### config.mk
export PLATFORM = sky130hd
export DESIGN_NAME = tinyalu_cmd_dispatcher
export DESIGN_NICKNAME = d
export VERILOG_FILES = /design/src/rtl/tinyalu_cmd_dispatcher.sv
export SDC_FILE = /design/constraint.sdc
export NUM_CORES = 1
export LEC_CHECK = 0
export ABC_AREA = 0
export ABC_CLOCK_PERIOD_IN_PS = 7700
export BUFFER_PORTS_ARGS = -buffer_cell sky130_fd_sc_hd__clkbuf_2
export CORE_ASPECT_RATIO = 2
export CORE_MARGIN = 1.5
export CORE_UTILIZATION = 55
export CTS_CLUSTER_DIAMETER = 100
export CTS_CLUSTER_SIZE = 8
export DETAILED_ROUTE_END_ITERATION = 7
export GPL_TIMING_DRIVEN = 0
export PLACE_DENSITY = 0.87
export SYNTH_ARGS = -nofsm -noshare
export SYNTH_HDL_FRONTEND = slang
export SYNTH_SLANG_ARGS = --single-unit
### constraint.sdc
create_clock -name clk -period 7.7 [get_ports clk]
set_input_delay 0.385 -clock clk [delete_from_list [all_inputs] [get_ports clk]]
set_output_delay 0.385 -clock clk [all_outputs]
set_load 0.02 [all_outputs]
### src/rtl/tinyalu_cmd_dispatcher.sv
`default_nettype none
// ============================================================================
// Module      : tinyalu_cmd_dispatcher
// Description : Command queue and sequencer sitting in front of the tinyALU.
//               Commands {a, b, op, tag} are accepted over a valid/ready
//               channel into a DEPTH-entry FIFO. One command at a time is
//               popped, issued to the ALU through its start/op/A/B handshake,
//               and its result is returned with the originating tag on a
//               valid/ready response channel. Invalid opcodes and an ALU
//               that never raises done produce an error response.
// Revision    : 1.0 - initial release
// ----------------------------------------------------------------------------
// Parameters
//   DEPTH    : command FIFO depth (power of 2, >= 2)
//   TIMEOUT  : cycles alu_start may stay high without alu_done (>= 2)
// Ports
//   clk, reset_n               : clock, asynchronous active-low reset
//   i_cmd_valid / o_cmd_ready  : command handshake
//   i_cmd_a, i_cmd_b           : 8-bit operands
//   i_cmd_op                   : 3-bit opcode (0 nop, 1 add, 2 and, 3 xor,
//                                4 mul, 5..7 invalid)
//   i_cmd_tag                  : 4-bit opaque ID echoed on the response
//   o_rsp_valid / i_rsp_ready  : response handshake
//   o_rsp_result, o_rsp_tag    : 16-bit result and echoed tag
//   o_rsp_err                  : invalid opcode or ALU timeout
//   o_alu_a, o_alu_b, o_alu_op : ALU operands/opcode (held between commands)
//   o_alu_start / i_alu_done   : ALU handshake
//   i_alu_result               : ALU result, captured on done
//   o_count                    : FIFO occupancy
// ============================================================================
module tinyalu_cmd_dispatcher #(
   parameter int DEPTH   = 4,
   parameter int TIMEOUT = 15
) (
   input  logic                     clk,
   input  logic                     reset_n,
   // command channel
   input  logic                     i_cmd_valid,
   output logic                     o_cmd_ready,
   input  logic [7:0]               i_cmd_a,
   input  logic [7:0]               i_cmd_b,
   input  logic [2:0]               i_cmd_op,
   input  logic [3:0]               i_cmd_tag,
   // response channel
   output logic                     o_rsp_valid,
   input  logic                     i_rsp_ready,
   output logic [15:0]              o_rsp_result,
   output logic [3:0]               o_rsp_tag,
   output logic                     o_rsp_err,
   // ALU side
   output logic [7:0]               o_alu_a,
   output logic [7:0]               o_alu_b,
   output logic [2:0]               o_alu_op,
   output logic                     o_alu_start,
   input  logic                     i_alu_done,
   input  logic [15:0]              i_alu_result,
   // status
   output logic [$clog2(DEPTH):0]   o_count
);

   localparam int c_AW = $clog2(DEPTH);
   localparam int c_TW = $clog2(TIMEOUT + 1);

   localparam logic [c_AW:0]   c_FULL       = (c_AW + 1)'(DEPTH);
   localparam logic [c_TW-1:0] c_TIMER_LAST = c_TW'(TIMEOUT - 1);
   localparam logic [2:0]      c_OP_NOP     = 3'd0;
   localparam logic [2:0]      c_OP_MAX     = 3'd4;

   typedef enum logic [1:0] {
      S_IDLE  = 2'd0,
      S_ISSUE = 2'd1,
      S_NOP   = 2'd2,
      S_RESP  = 2'd3
   } state_t;

   typedef struct packed {
      logic [7:0] a;
      logic [7:0] b;
      logic [2:0] op;
      logic [3:0] tag;
   } entry_t;

   // -------------------------------------------------------------------------
   // Command FIFO
   // -------------------------------------------------------------------------
   entry_t          r_mem [DEPTH];
   logic [c_AW-1:0] r_wr_ptr;
   logic [c_AW-1:0] r_rd_ptr;
   logic [c_AW:0]   r_count;

   entry_t          w_wr_entry;
   entry_t          w_head;
   logic            w_push;
   logic            w_pop;

   // Ready is qualified with reset_n so it drops and rises combinationally
   // with the reset pin rather than waiting for a clock edge.
   assign o_cmd_ready = reset_n && (r_count < c_FULL);
   assign w_push      = i_cmd_valid && o_cmd_ready;

   assign w_wr_entry.a   = i_cmd_a;
   assign w_wr_entry.b   = i_cmd_b;
   assign w_wr_entry.op  = i_cmd_op;
   assign w_wr_entry.tag = i_cmd_tag;

   assign w_head = r_mem[r_rd_ptr];

   // Storage carries no reset: entries are only ever read when r_count says
   // they were written after the last reset.
   always_ff @(posedge clk) begin
      if (w_push) begin
         r_mem[r_wr_ptr] <= w_wr_entry;
      end
   end

   // DEPTH is a power of two, so pointer overflow is the modulo wrap.
   always_ff @(posedge clk or negedge reset_n) begin
      if (!reset_n) begin
         r_wr_ptr <= '0;
         r_rd_ptr <= '0;
         r_count  <= '0;
      end else begin
         if (w_push) begin
            r_wr_ptr <= r_wr_ptr + 1'b1;
         end
         if (w_pop) begin
            r_rd_ptr <= r_rd_ptr + 1'b1;
         end
         case ({w_push, w_pop})
            2'b10:   r_count <= r_count + 1'b1;
            2'b01:   r_count <= r_count - 1'b1;
            default: r_count <= r_count;
         endcase
      end
   end

   assign o_count = r_count;

   // -------------------------------------------------------------------------
   // Sequencer
   // -------------------------------------------------------------------------
   state_t          r_state;
   state_t          w_state_nxt;
   logic [c_TW-1:0] r_timer;
   logic [c_TW-1:0] w_timer_nxt;
   logic [7:0]      r_alu_a;
   logic [7:0]      w_alu_a_nxt;
   logic [7:0]      r_alu_b;
   logic [7:0]      w_alu_b_nxt;
   logic [2:0]      r_alu_op;
   logic [2:0]      w_alu_op_nxt;
   logic [15:0]     r_rsp_result;
   logic [15:0]     w_rsp_result_nxt;
   logic [3:0]      r_rsp_tag;
   logic [3:0]      w_rsp_tag_nxt;
   logic            r_rsp_err;
   logic            w_rsp_err_nxt;

   always_ff @(posedge clk or negedge reset_n) begin
      if (!reset_n) begin
         r_state      <= S_IDLE;
         r_timer      <= '0;
         r_alu_a      <= '0;
         r_alu_b      <= '0;
         r_alu_op     <= '0;
         r_rsp_result <= '0;
         r_rsp_tag    <= '0;
         r_rsp_err    <= 1'b0;
      end else begin
         r_state      <= w_state_nxt;
         r_timer      <= w_timer_nxt;
         r_alu_a      <= w_alu_a_nxt;
         r_alu_b      <= w_alu_b_nxt;
         r_alu_op     <= w_alu_op_nxt;
         r_rsp_result <= w_rsp_result_nxt;
         r_rsp_tag    <= w_rsp_tag_nxt;
         r_rsp_err    <= w_rsp_err_nxt;
      end
   end

   always_comb begin
      w_state_nxt      = r_state;
      w_timer_nxt      = r_timer;
      w_alu_a_nxt      = r_alu_a;
      w_alu_b_nxt      = r_alu_b;
      w_alu_op_nxt     = r_alu_op;
      w_rsp_result_nxt = r_rsp_result;
      w_rsp_tag_nxt    = r_rsp_tag;
      w_rsp_err_nxt    = r_rsp_err;
      w_pop            = 1'b0;

      case (r_state)
         S_IDLE: begin
            if (r_count != '0) begin
               w_pop         = 1'b1;
               w_rsp_tag_nxt = w_head.tag;
               if (w_head.op <= c_OP_MAX) begin
                  // no_op still pulses start for one cycle with its operands
                  w_alu_a_nxt  = w_head.a;
                  w_alu_b_nxt  = w_head.b;
                  w_alu_op_nxt = w_head.op;
                  w_timer_nxt  = '0;
                  w_state_nxt  = (w_head.op == c_OP_NOP) ? S_NOP : S_ISSUE;
               end else begin
                  // Malformed opcode: answer straight away, ALU untouched.
                  w_rsp_result_nxt = '0;
                  w_rsp_err_nxt    = 1'b1;
                  w_state_nxt      = S_RESP;
               end
            end
         end

         S_ISSUE: begin
            // done is tested first so it wins over a coincident timeout
            if (i_alu_done) begin
               w_rsp_result_nxt = i_alu_result;
               w_rsp_err_nxt    = 1'b0;
               w_state_nxt      = S_RESP;
            end else if (r_timer == c_TIMER_LAST) begin
               // TIMEOUT-th edge in ISSUE without done
               w_rsp_result_nxt = '0;
               w_rsp_err_nxt    = 1'b1;
               w_state_nxt      = S_RESP;
            end else begin
               w_timer_nxt = r_timer + 1'b1;
            end
         end

         S_NOP: begin
            w_rsp_result_nxt = '0;
            w_rsp_err_nxt    = 1'b0;
            w_state_nxt      = S_RESP;
         end

         S_RESP: begin
            if (i_rsp_ready) begin
               w_state_nxt = S_IDLE;
            end
         end

         default: begin
            w_state_nxt = S_IDLE;
         end
      endcase
   end

   // Handshake outputs decode straight from the state register, so reset
   // clears them without needing a clock edge.
   assign o_alu_start  = (r_state == S_ISSUE) || (r_state == S_NOP);
   assign o_rsp_valid  = (r_state == S_RESP);
   assign o_alu_a      = r_alu_a;
   assign o_alu_b      = r_alu_b;
   assign o_alu_op     = r_alu_op;
   assign o_rsp_result = r_rsp_result;
   assign o_rsp_tag    = r_rsp_tag;
   assign o_rsp_err    = r_rsp_err;

endmodule
`default_nettype wire

; ---- Word level (Yosys, flattened, before mapping)
; Memory sizes are Yosys's and may differ from the RTL's.
; Index checks and enable logic that the tools add are counted.
[totals]
regBits = 53
ramBits = 92
inputBits = 44
out_inout_bits = 46
word_cells = 73
memories = 1
[classes]
addsub = 5
order_cmp = 2
n_eq_ne = 13
muxes = 27
n_reduce_logical = 14
[memory_table]
columns = memory, words, width, read_ports, rd_clocked_by_memory_dff, wr, line_no
row1 = r_mem, 4, 23, 1, 0, 1, 86  ; entry_t r_mem [DEPTH];
[op_table]
columns = operator, n
row1 = two-way mux 16 bit, 4
row2 = one-hot mux 16 bit (3 select lines), 1
row3 = two-way mux 4 bit, 4
row4 = two-way mux 2 bit, 6
row5 = "!= test 2 bit, second input constant", 5
row6 = two-way mux 1 bit, 8
row7 = one-hot mux 2 bit (4 select lines), 1
row8 = one-hot mux 4 bit (2 select lines), 1
row9 = "== test 2 bit, second input constant", 3
row10 = one-hot mux 3 bit (2 select lines), 1
row11 = AND reduction 3 bit, 2
row12 = nonzero test 3 bit, 2
row13 = AND reduction 5 bit, 1
row14 = "adder 2 x 1 -> 2 bit, second input constant", 2
row15 = "adder 4 x 1 -> 4 bit, second input constant", 1
row16 = "== test 2 x 1 -> 1 bit, second input constant", 2
row17 = "== test 4 bit, second input constant", 1
row18 = AND reduction 4 bit, 1
row19 = nonzero test 2 bit, 2
row20 = "adder 3 x 1 -> 3 bit, second input constant", 1
row21 = "less-or-equal comparator 3 bit, second input constant", 1
row22 = logical NOT 3 bit, 1
row23 = "< comparator 3 bit, second input constant", 1
row24 = "!= test 3 bit, second input constant", 1
row25 = other kinds (7), 8

; ---- Logic depth before layout (Yosys ltp)
; Gate-level depths: netlist of the first run.
; An unclocked memory read counts as a cell.
[depth]
ltp_word = 6
ltp_mapped = 11

; ---- Worst setup path before layout of the first run
; Ideal clock, no wire load.
[synth_timing]
path_kind = reg-to-reg
startpoint = reg r_rd_ptr[0]
endpoint = reg r_timer[3]
t_arrival_ns = 2.350
required_time_ns = 7.574
setup_slack_ns = 5.224
path_stages_with_launch = 9
path_buffers = 1
synth_period_minus_slack_ns = 2.476
cell_sequence = dfrtp_1 buf_4 mux4_2 or2_2 ha_1 a22oi_1 o211ai_2 a21o_2 a221o_1
[synth_between]
elab_chain_cells = 4
[synth_rtl]
columns = element, line_no
row1 = from (decl), 88  ; logic [c_AW-1:0] r_rd_ptr;
row2 = from (signal assigned), 127  ; r_rd_ptr <= r_rd_ptr + 1'b1;
row3 = memory (4 x 23 bit), n/a
row4 = less-or-equal comparator 3 bit, 197  ; if (w_head.op <= c_OP_MAX) begin
row5 = != test 2 bit (no line), n/a
row6 = AND reduction 5 bit (no line), n/a
row7 = to (signal assigned), 171  ; r_timer <= w_timer_nxt;
row8 = to (decl), 144  ; logic [c_TW-1:0] r_timer;
; Every way passes these cells.
; A chain may end at the register's enable or synchronous reset.

; ---- Worst setup path in the final report of the first run
; Ends and elaborated chain as after synthesis.

==> results list, run 1 <==
- Clock buffer count from CTS: 17
- Path depth of the worst reg2reg path: 8
- The floorplan step defined a die boundary enclosing 11,200 um2.
- In the routed layout, each cell is associated on average with a via count of 5.42.
- Boundary Pins: 90
* Area of the core: 10,100 um2
- Static Leak: 2.88 nW
- HPWL Detailed: 7.11 mm
- IR Drop Worst-Case VDD: 0.300 mV
* Simple-gate area share of the yosys netlist: 5.69%
- Filler instances: 658
- The area growth from synthesis to layout is 21.7%.
- Net switching is 33.1% of the power.
- For this block, the routed nets add up to 10.8 mm of wire.
- Width of the die: 75.5 um
- Top flip-flop cell by instance count after synthesis: sky130_fd_sc_hd__edfxtp_1
- Minimum period implied by the final worst setup slack: 2.70 ns
* Worst-path maximum fanout: 7
- The first global-routing pass estimated 16.6 mm of wire.
- The startpoint identified for the worst register-to-register timing path is r_rd_ptr[0]$_DFFE_PN0P_.
- Of all flip-flops after synthesis, the portion carrying an async set or reset was 36.6%.
* Run status: completed
- Max-slew violation count: 0
- After global routing the overflow that remains totals 0.
- Share of final-layout standard cells stronger than drive strength 1: 39.7%
- Pre-CTS setup slack: 4.29 ns
* Top cells by area in the synthesized netlist: sky130_fd_sc_hd__edfxtp_1, sky130_fd_sc_hd__dfrtp_1, sky130_fd_sc_hd__mux4_2, sky130_fd_sc_hd__mux2_2, sky130_fd_sc_hd__nand2_1
* Maximum clock rate: 0.371 GHz
- Once detail routing completed, the nets flagged for antenna violations numbered 0.
* Post-cts repair resize count: 0
- Number of warning messages in the yosys log: 0
- Initial core utilization: 57.0%
- After synthesis the netlist holds a flip-flop and latch count of 145.
* Total Power Consumption: 3.03 mW
- Largest net degree at the start of global routing: 55
- STA puts the critical path data arrival time at 2.98 ns.
- In this run the tightest slew margin relative to its limit is 12.5%.
- By area, the combinational part of the netlist is dominated by multiplexers.
- The min-delay analysis places its worst path in the category in2async.
- Y dimension of the die: 148 um
- Data required, critical path: 7.99 ns
- Share of synthesized area spent on multiplexers: 13.6%
- Total number of nets in the final design: 506
* RSZ-0062 raised after global routing: false
* Total of max-cap violations: 0
- Total Negative Setup Slacks: 0 ns
- The first detailed-routing pass took 4 iterations.
- RD Place Congestion: 0.788
* Element type at the critical path start: register
* Overall track demand over capacity in global routing: 20.9%
- Synthesis instantiated 39 different standard cells from the library.
* Share of Yosys cell area claimed by the top area cell type: 47.7%
- TritonCTS built the clock tree.
- Largest clock skew in the final design: 0.00848 ns
- Netlist area before placement: 5790 um2
- Synthesized-area fraction occupied by adder cells: 3.16%
- The clock network accounts for 29.1% of the total power.
* Post-synth top area cell: sky130_fd_sc_hd__edfxtp_1
- The final hold violation count is 0.
- In this run, flip-flops and latches consume 36.8% of the power.
- Vias: 3,230
* Power density over the cells: 430 nW/um2
* Post-CTS Hold Fix Bufs: 0
* Number of sinks handled by clock tree synthesis: 145
* Maximum buffer depth of the clock tree: 2
- The worst register-to-register path ends at r_timer[3]$_DFFE_PN0P_.
* Wire per inst: 18.1 um
- Xor-xnor portion of the synthesized cell area: 0.908%
- Port buffer count: 89
- Clock latency of the later-clocked register in the worst-skew pair: 0.41 ns
* Post-CTS clock slew at the launch and capture registers of the worst setup and hold paths: 0.06 ns
- Vias in the first global route: 3,379
- Clock tree root driver cell: sky130_fd_sc_hd__clkbuf_16
- For this block, the initial DRC count from the detailed router was 126.
- Yosys mapped a number of flops with a built-in enable equal to 92.
- DRC Markers: 0
- Number of instances in the synthesized netlist: 340
* Total setup buffers inserted after CTS: 0
* Worst-margin pin slew: 1.31 ns
- The number of antenna violations at the first check in global routing was 0.
* Site Rows: 52
- The internal power of the cells totals 2.02 mW.
* Crit path kind: reg2reg
* Total net switching power: 1.00 mW
- Setup slack on the worst reg-to-reg path comes out at 5.00 ns.
- Endpoint kind of the worst setup timing path: register
- Setup slack on the critical path of the routed design comes to 5.00 ns.
- Counting every net in the synthesized netlist gives 398.
* Share of the cycle needed by the critical path after routing: 35.0%
- Inserted Diodes: 0
- Setup violations remaining at the end of the flow were counted as 0.
* Part of the Yosys area used for sequential elements: 70.7%
- Dividing the synthesized area by the synthesized cell count gives 17.0 um2.
- Max H-tree Level: 4
* Logic pwr share: 34.2%
* Post-synthesis compound-gate area fraction: 3.50%
==> registers in the layout, indices dropped and copies added, names as in the netlist <==
| signal | cells |
|---|---|
| r_wr_ptr | 2 |
| r_state | 2 |
| o_rsp_err | 1 |
| r_timer | 4 |
| r_mem | 92 |
| r_rd_ptr | 2 |
| o_rsp_tag | 4 |
| o_alu_op | 3 |
| o_alu_a | 8 |
| o_alu_b | 8 |
| o_count | 3 |
| o_rsp_result | 16 |
==> worst max-delay path: stages (launching register included) <==
cell                       delay (ns)
sky130_fd_sc_hd__dfrtp_1         0.34
sky130_fd_sc_hd__buf_4           0.18
sky130_fd_sc_hd__mux4_2          0.52
sky130_fd_sc_hd__or2_2           0.32
sky130_fd_sc_hd__ha_1            0.25
sky130_fd_sc_hd__a22oi_1         0.22
sky130_fd_sc_hd__o211ai_2        0.16
sky130_fd_sc_hd__a21o_2          0.24
sky130_fd_sc_hd__a221o_1         0.35
==> Yosys cell counts (3+ instances only) <==
master	n
sky130_fd_sc_hd__buf_2	4
sky130_fd_sc_hd__nand2_1	50
sky130_fd_sc_hd__ha_1	13
sky130_fd_sc_hd__and3_1	5
sky130_fd_sc_hd__nor2b_1	3
sky130_fd_sc_hd__o21ai_1	3
sky130_fd_sc_hd__dfrtp_1	53
sky130_fd_sc_hd__buf_4	6
sky130_fd_sc_hd__edfxtp_1	92
sky130_fd_sc_hd__inv_1	13
sky130_fd_sc_hd__mux4_2	23
sky130_fd_sc_hd__xnor2_1	4
sky130_fd_sc_hd__o21ai_0	15
sky130_fd_sc_hd__and2_1	3
sky130_fd_sc_hd__a21oi_1	3
sky130_fd_sc_hd__mux2_2	22
==> per-stage QoR <==
step | cells | hold WS (ns) | area, um2 | util (%)
after floorplan | 340 | 0.0894 | 5790 | -
after global placement | 564 | 0.461 | 6400 | 63.1
after detailed placement | 564 | 0.470 | 6400 | 63.1
after CTS | 596 | 0.174 | 7040 | 69.4
after global routing | 596 | 0.0699 | 7040 | 69.4
final | 596 | 0.0199 | 7040 | 69.4
==> metal layers <==
metal | GRT usage, % | routed length [um] | part of all wire, %
met3 | 6.17 | 512 | 4.8
met2 | 38.9 | 6330 | 59
met4 | 7.32 | 156 | 1.4
met1 | 21.0 | 3760 | 35
met5 | 0 | 0 | 0
==> layout by cell type (no fill, tap or decap), types with 4 or more instances in the layout <==
cell / instances
sky130_fd_sc_hd__o21ai_0: 15
sky130_fd_sc_hd__and3_1: 5
sky130_fd_sc_hd__clkbuf_2: 88
sky130_fd_sc_hd__nand2_1: 50
sky130_fd_sc_hd__bufinv_16: 5
sky130_fd_sc_hd__ha_1: 13
sky130_fd_sc_hd__clkbuf_16: 17
sky130_fd_sc_hd__dfrtp_1: 53
sky130_fd_sc_hd__inv_1: 13
sky130_fd_sc_hd__xnor2_1: 4
sky130_fd_sc_hd__buf_4: 7
sky130_fd_sc_hd__mux2_2: 22
sky130_fd_sc_hd__edfxtp_1: 92
sky130_fd_sc_hd__mux4_2: 23
sky130_fd_sc_hd__buf_2: 4
==> worst max-delay path by stage <==
stage / startpoint / endpoint / slack, ns / cells after the start
detailed placement: reset_n / r_mem[0][16]$_DFFE_PP_ / 4.29 / 3
CTS: reset_n / r_mem[0][22]$_DFFE_PP_ / 4.70 / 3
finish: r_rd_ptr[0]$_DFFE_PN0P_ / r_timer[3]$_DFFE_PN0P_ / 5.00 / 8
global route: r_rd_ptr[0]$_DFFE_PN0P_ / r_timer[3]$_DFFE_PN0P_ / 4.88 / 8
floorplan: r_rd_ptr[0]$_DFFE_PN0P_ / r_timer[3]$_DFFE_PN0P_ / 5.22 / 8
global placement: reset_n / r_mem[0][16]$_DFFE_PP_ / 4.38 / 3
==> power by group through the flow <==
stage | clock network (mW) | logic (mW) | registers (mW)
4_1_cts | 0.891 | 1.05 | 1.11
5_1_grt | 0.930 | 1.12 | 1.13
3_5_place_dp | 0 | 1.04 | 1.13
6_report | 0.879 | 1.03 | 1.11
2_1_floorplan | 0 | 0.608 | 1.24
3_3_place_gp | 0 | 0.994 | 1.11
==> layout make-up <==
class                      count  area [um2]  share of cell area [%]
timing repair buffer          89         448                    6.36
sequential                   145        4090                    58.0
inverter                      13        48.8                   0.693
buffer                        14        95.1                    1.35
clock inverter                14         211                    3.00
clock buffer                  18         429                    6.09
multi-input combinational    168        1550                    22.1
tap                          135         169                    2.40
==> kinds of logic after synthesis <==
family,Yosys count
xor+xnor,6
simple gates,71
mux,47
compound gates,30
buf+inv,27
flops,145
fa+ha+maj,14
Note: power is estimated with default switching activity, not from simulation.
==> inputs of run 2 (changes only) <==
--- a/config.mk
+++ b/config.mk
@@ -6,7 +6,7 @@
 export NUM_CORES = 1
 export LEC_CHECK = 0
 export ABC_AREA = 0
-export ABC_CLOCK_PERIOD_IN_PS = 7700
+export ABC_CLOCK_PERIOD_IN_PS = 2500
 export BUFFER_PORTS_ARGS = -buffer_cell sky130_fd_sc_hd__clkbuf_2
 export CORE_ASPECT_RATIO = 2
 export CORE_MARGIN = 1.5
==> constraint.sdc (replaced) <==
create_clock -name clk -period 2.5 [get_ports clk]
set_input_delay 0.125 -clock clk [delete_from_list [all_inputs] [get_ports clk]]
set_output_delay 0.125 -clock clk [all_outputs]
set_load 0.02 [all_outputs]
==> results list, run 2 (synthesis results as in run 1) <==
- Worst hold path startpoint: i_cmd_valid
- Worst-path maximum fanout: 4 (-3)
- The iteration-0 DRC count of the detailed router was 147 (+17%).
- The clock insertion delay at the later pin of the skew report is 0.42 ns (about the same).
* Width of the die: 75.5 um (unchanged)
* Share of final-layout standard cells stronger than drive strength 1: 39.1% (-0.63 points)
* Wire length of the first global-routing pass: 17.6 mm (+6.5%)
* P&R area growth vs syn: 31.0%
- Commonest cells after routing, fill and taps aside: sky130_fd_sc_hd__edfxtp_1, sky130_fd_sc_hd__clkbuf_2, sky130_fd_sc_hd__dfrtp_1
* Largest register by flop count: r_mem
- The routability congestion estimate from global placement was 0.788 (unchanged).
- Clock tree root driver cell: sky130_fd_sc_hd__clkbuf_16
- The post-layout utilization of the core was 74.7% (+5.3 points).
- The max-capacitance violation count is 0 (unchanged).
- The effective utilization at floorplan is 57.0% (unchanged).
- Number of hold violations in the final report: 0 (unchanged)
- The library cell used most frequently in the layout, excluding fill and tap cells, is sky130_fd_sc_hd__edfxtp_1.
* Max-slew violation count: 0 (unchanged)
* Post-detailed-placement cell area: 6400 um2 (unchanged)
- Worst hold path type: in2reg
- The worst setup path is launched from a register.
- Area of all placed cells without fillers: 7580 um2 (+7.6%)
- The clock tree skew after final layout was 0.0102 ns (+0.00171 ns).
* RSZ-0062 raised after global routing: true
- The required arrival time at the worst endpoint was 2.79 ns (-5.20 ns).
- Placed instance count: 564 (unchanged)
* Share of the cycle needed by the critical path after routing: 97.5% (+62 points)
* CP max stage delay: 0.51 ns (about the same)
- Maximum buffer depth of the clock tree: 2 (unchanged)
* Wire length after detailed routing: 11.7 mm (+8.6%)
- The worst path arrival time is 2.73 ns (-0.25 ns).
- Worst-margin pin slew: 1.21 ns (-0.105 ns)
* Count of placed standard cells in the final layout, fillers left out: 647 (+8.6%)
- Worst reg2reg startpoint: r_rd_ptr[0]$_DFFE_PN0P_
- The combined buffer and inverter count along the critical path came to 1 (unchanged).
- The count of nets after finishing is 557 (+10%).
- Number of routed nets with antenna violations: 0 (unchanged)
* Avg Vias per Cell: 5.33 (-1.7%)
* Reg2reg end: r_timer[3]$_DFFE_PN0P_
- The maximum clock frequency is 0.410 GHz (+11%).
* Site Rows: 52 (unchanged)
* Static Leak: 3.11 nW (+8.1%)
- Vias in the first global route: 3,670 (+8.6%)
* Post-CTS clock slew at the launch and capture registers of the worst setup and hold paths: 0.06 ns (about the same)
* Endpoint kind of the worst setup timing path: register
* IR Drop Worst-Case VDD: 0.912 mV (+200%)
- The number of cells traversed by the worst register-to-register path is 8 (unchanged).
- Run status: completed
* Number of iterations in the first detailed-routing pass: 4 (unchanged)
- The top-level I/O count came to 90 (unchanged).
- Clock tree from TritonCTS: done
* Floorplan die area: 11,200 um2 (unchanged)
* Vias: 3,448 (+6.7%)
* Number of cells traversed by the worst hold path: 3
- The final setup violation count is 0 (unchanged).
- Number of sinks handled by clock tree synthesis: 145 (unchanged)
* Slowest cell on the critical path: sky130_fd_sc_hd__mux4_2
- Minimum period implied by the final worst setup slack: 2.44 ns (-0.261 ns)
- The cell area power density came to 1260 nW/um2 (+190%).
- The reg-to-reg setup timing slack was 0.06 ns (-4.94 ns).
- The core area came to 10,100 um2 (unchanged).
* Remaining max-slew budget at the tightest pin: 19.5% (+7.0 points)
- Slack of the critical path: 0.0631 ns (-4.94 ns)
- Overall track demand over capacity in global routing: 22.3% (+1.3 points)
- Port buffer count: 89 (unchanged)
- The maximum number of pins on one net before global-route repair was 54 (-1.8%).
* Clock buffer count from CTS: 17 (unchanged)
* Hold endpoint: r_wr_ptr[0]$_DFFE_PN0P_
* Wire per inst: 18.1 um (about the same)
* Top Family by Delay on Critical Path: compound AO/OA/AOI/OAI gates
* Inserted Diodes: 0 (unchanged)
- DRC Markers: 0 (unchanged)
- Residual overflow from global routing: 0 (unchanged)
- Flip-flop count of the largest register after layout: 92 (unchanged)
* HPWL Detailed: 7.11 mm (unchanged)
- The setup path with the least slack is of type reg2reg.
- The maximum level of the CTS H-tree was 4 (unchanged).
- The worst setup slack after placement came to -0.653 ns (-4.94 ns).
- The height of the die is 148 um (unchanged).
- The number of antenna violations at the first check in global routing was 0 (unchanged).
* Sequence of cells on the critical path: buf_6 -> mux4_2 -> or2_4 -> ha_4 -> a22oi_2 -> o211ai_2 -> a21o_2 -> a221o_1
## run 2: cell count changes in the layout (fill, tap and decap cells not counted), sizes merged
cell,delta
dlygate4sd3,+40
buf,+11
## run 2: layer usage
metal	routed length, um	up-vias	track usage (%)
met5	0	-	0
met4	337	0	9.73
met3	464	20	6.10
met2	6830	99	41.1
met1	4050	1752	22.0
li1	-	1577	-
## run 2: how the worst max path moves through the flow
stage	start	slack (ns)	end	cells after the start
after floorplan	r_rd_ptr[0]$_DFFE_PN0P_	0.02	r_timer[3]$_DFFE_PN0P_	8
after global placement	reset_n	-0.56	r_mem[0][16]$_DFFE_PP_	3
after detailed placement	reset_n	-0.65	r_mem[0][16]$_DFFE_PP_	3
after CTS	r_rd_ptr[0]$_DFFE_PN0P_	0.01	o_alu_a[2]$_DFFE_PN0P_	7
after global routing	r_rd_ptr[0]$_DFFE_PN0P_	-0.008	r_timer[3]$_DFFE_PN0P_	8
final	r_rd_ptr[0]$_DFFE_PN0P_	0.06	r_timer[3]$_DFFE_PN0P_	8
## run 2: metrics by stage
step | hold slack (ns) | setup TNS (ns) | power [mW]
6_report | 0.160 | 0 | 9.57
5_1_grt | 0.159 | -0.0159 | 10.0
4_1_cts | 0.152 | 0 | 9.53
3_5_place_dp | 0.344 | -59.92 | 6.66
3_3_place_gp | 0.338 | -52.85 | 6.48
2_1_floorplan | -0.171 | 0 | 5.70
## run 2: repair_timing
item | in CTS | in global routing
gates resized for setup | 7 | 2
hold buffers | 41 | 0
pin swaps | 3 | 6
setup buffers | 2 | 9
cloned | 0 | 0
hold endpoints to repair | 161 | 0
endpoints found under the setup margin | 120 | 13
## run 2: cell type report
| class | instances | area, um2 |
|---|---|---|
| Inverter | 13 | 48.8 |
| Clock buffer | 18 | 429 |
| Sequential cell | 145 | 4090 |
| Clock inverter | 14 | 211 |
| Timing Repair Buffer | 141 | 958 |
| Multi-Input combinational cell | 168 | 1580 |
| Fill cell | 590 | 2570 |
| Tap cell | 135 | 169 |
| Buffer | 13 | 95.1 |
## run 2: power breakdown
| group | switching [mW] | internal, mW | total (mW) |
|---|---|---|---|
| clock | 0.939 | 1.77 | 2.71 |
| sequential | 0.342 | 3.11 | 3.45 |
| combinational | 1.88 | 1.53 | 3.41 |
| total | 3.16 | 6.41 | 9.57 |
## run 2: worst register-to-register path: cells and delay by family (launching register included)
kind | cells | cell delay [ns]
compound gates | 4 | 0.86
mux | 1 | 0.51
buf+inv | 1 | 0.12
simple gates | 1 | 0.28
flops | 1 | 0.36
fa+ha+maj | 1 | 0.18
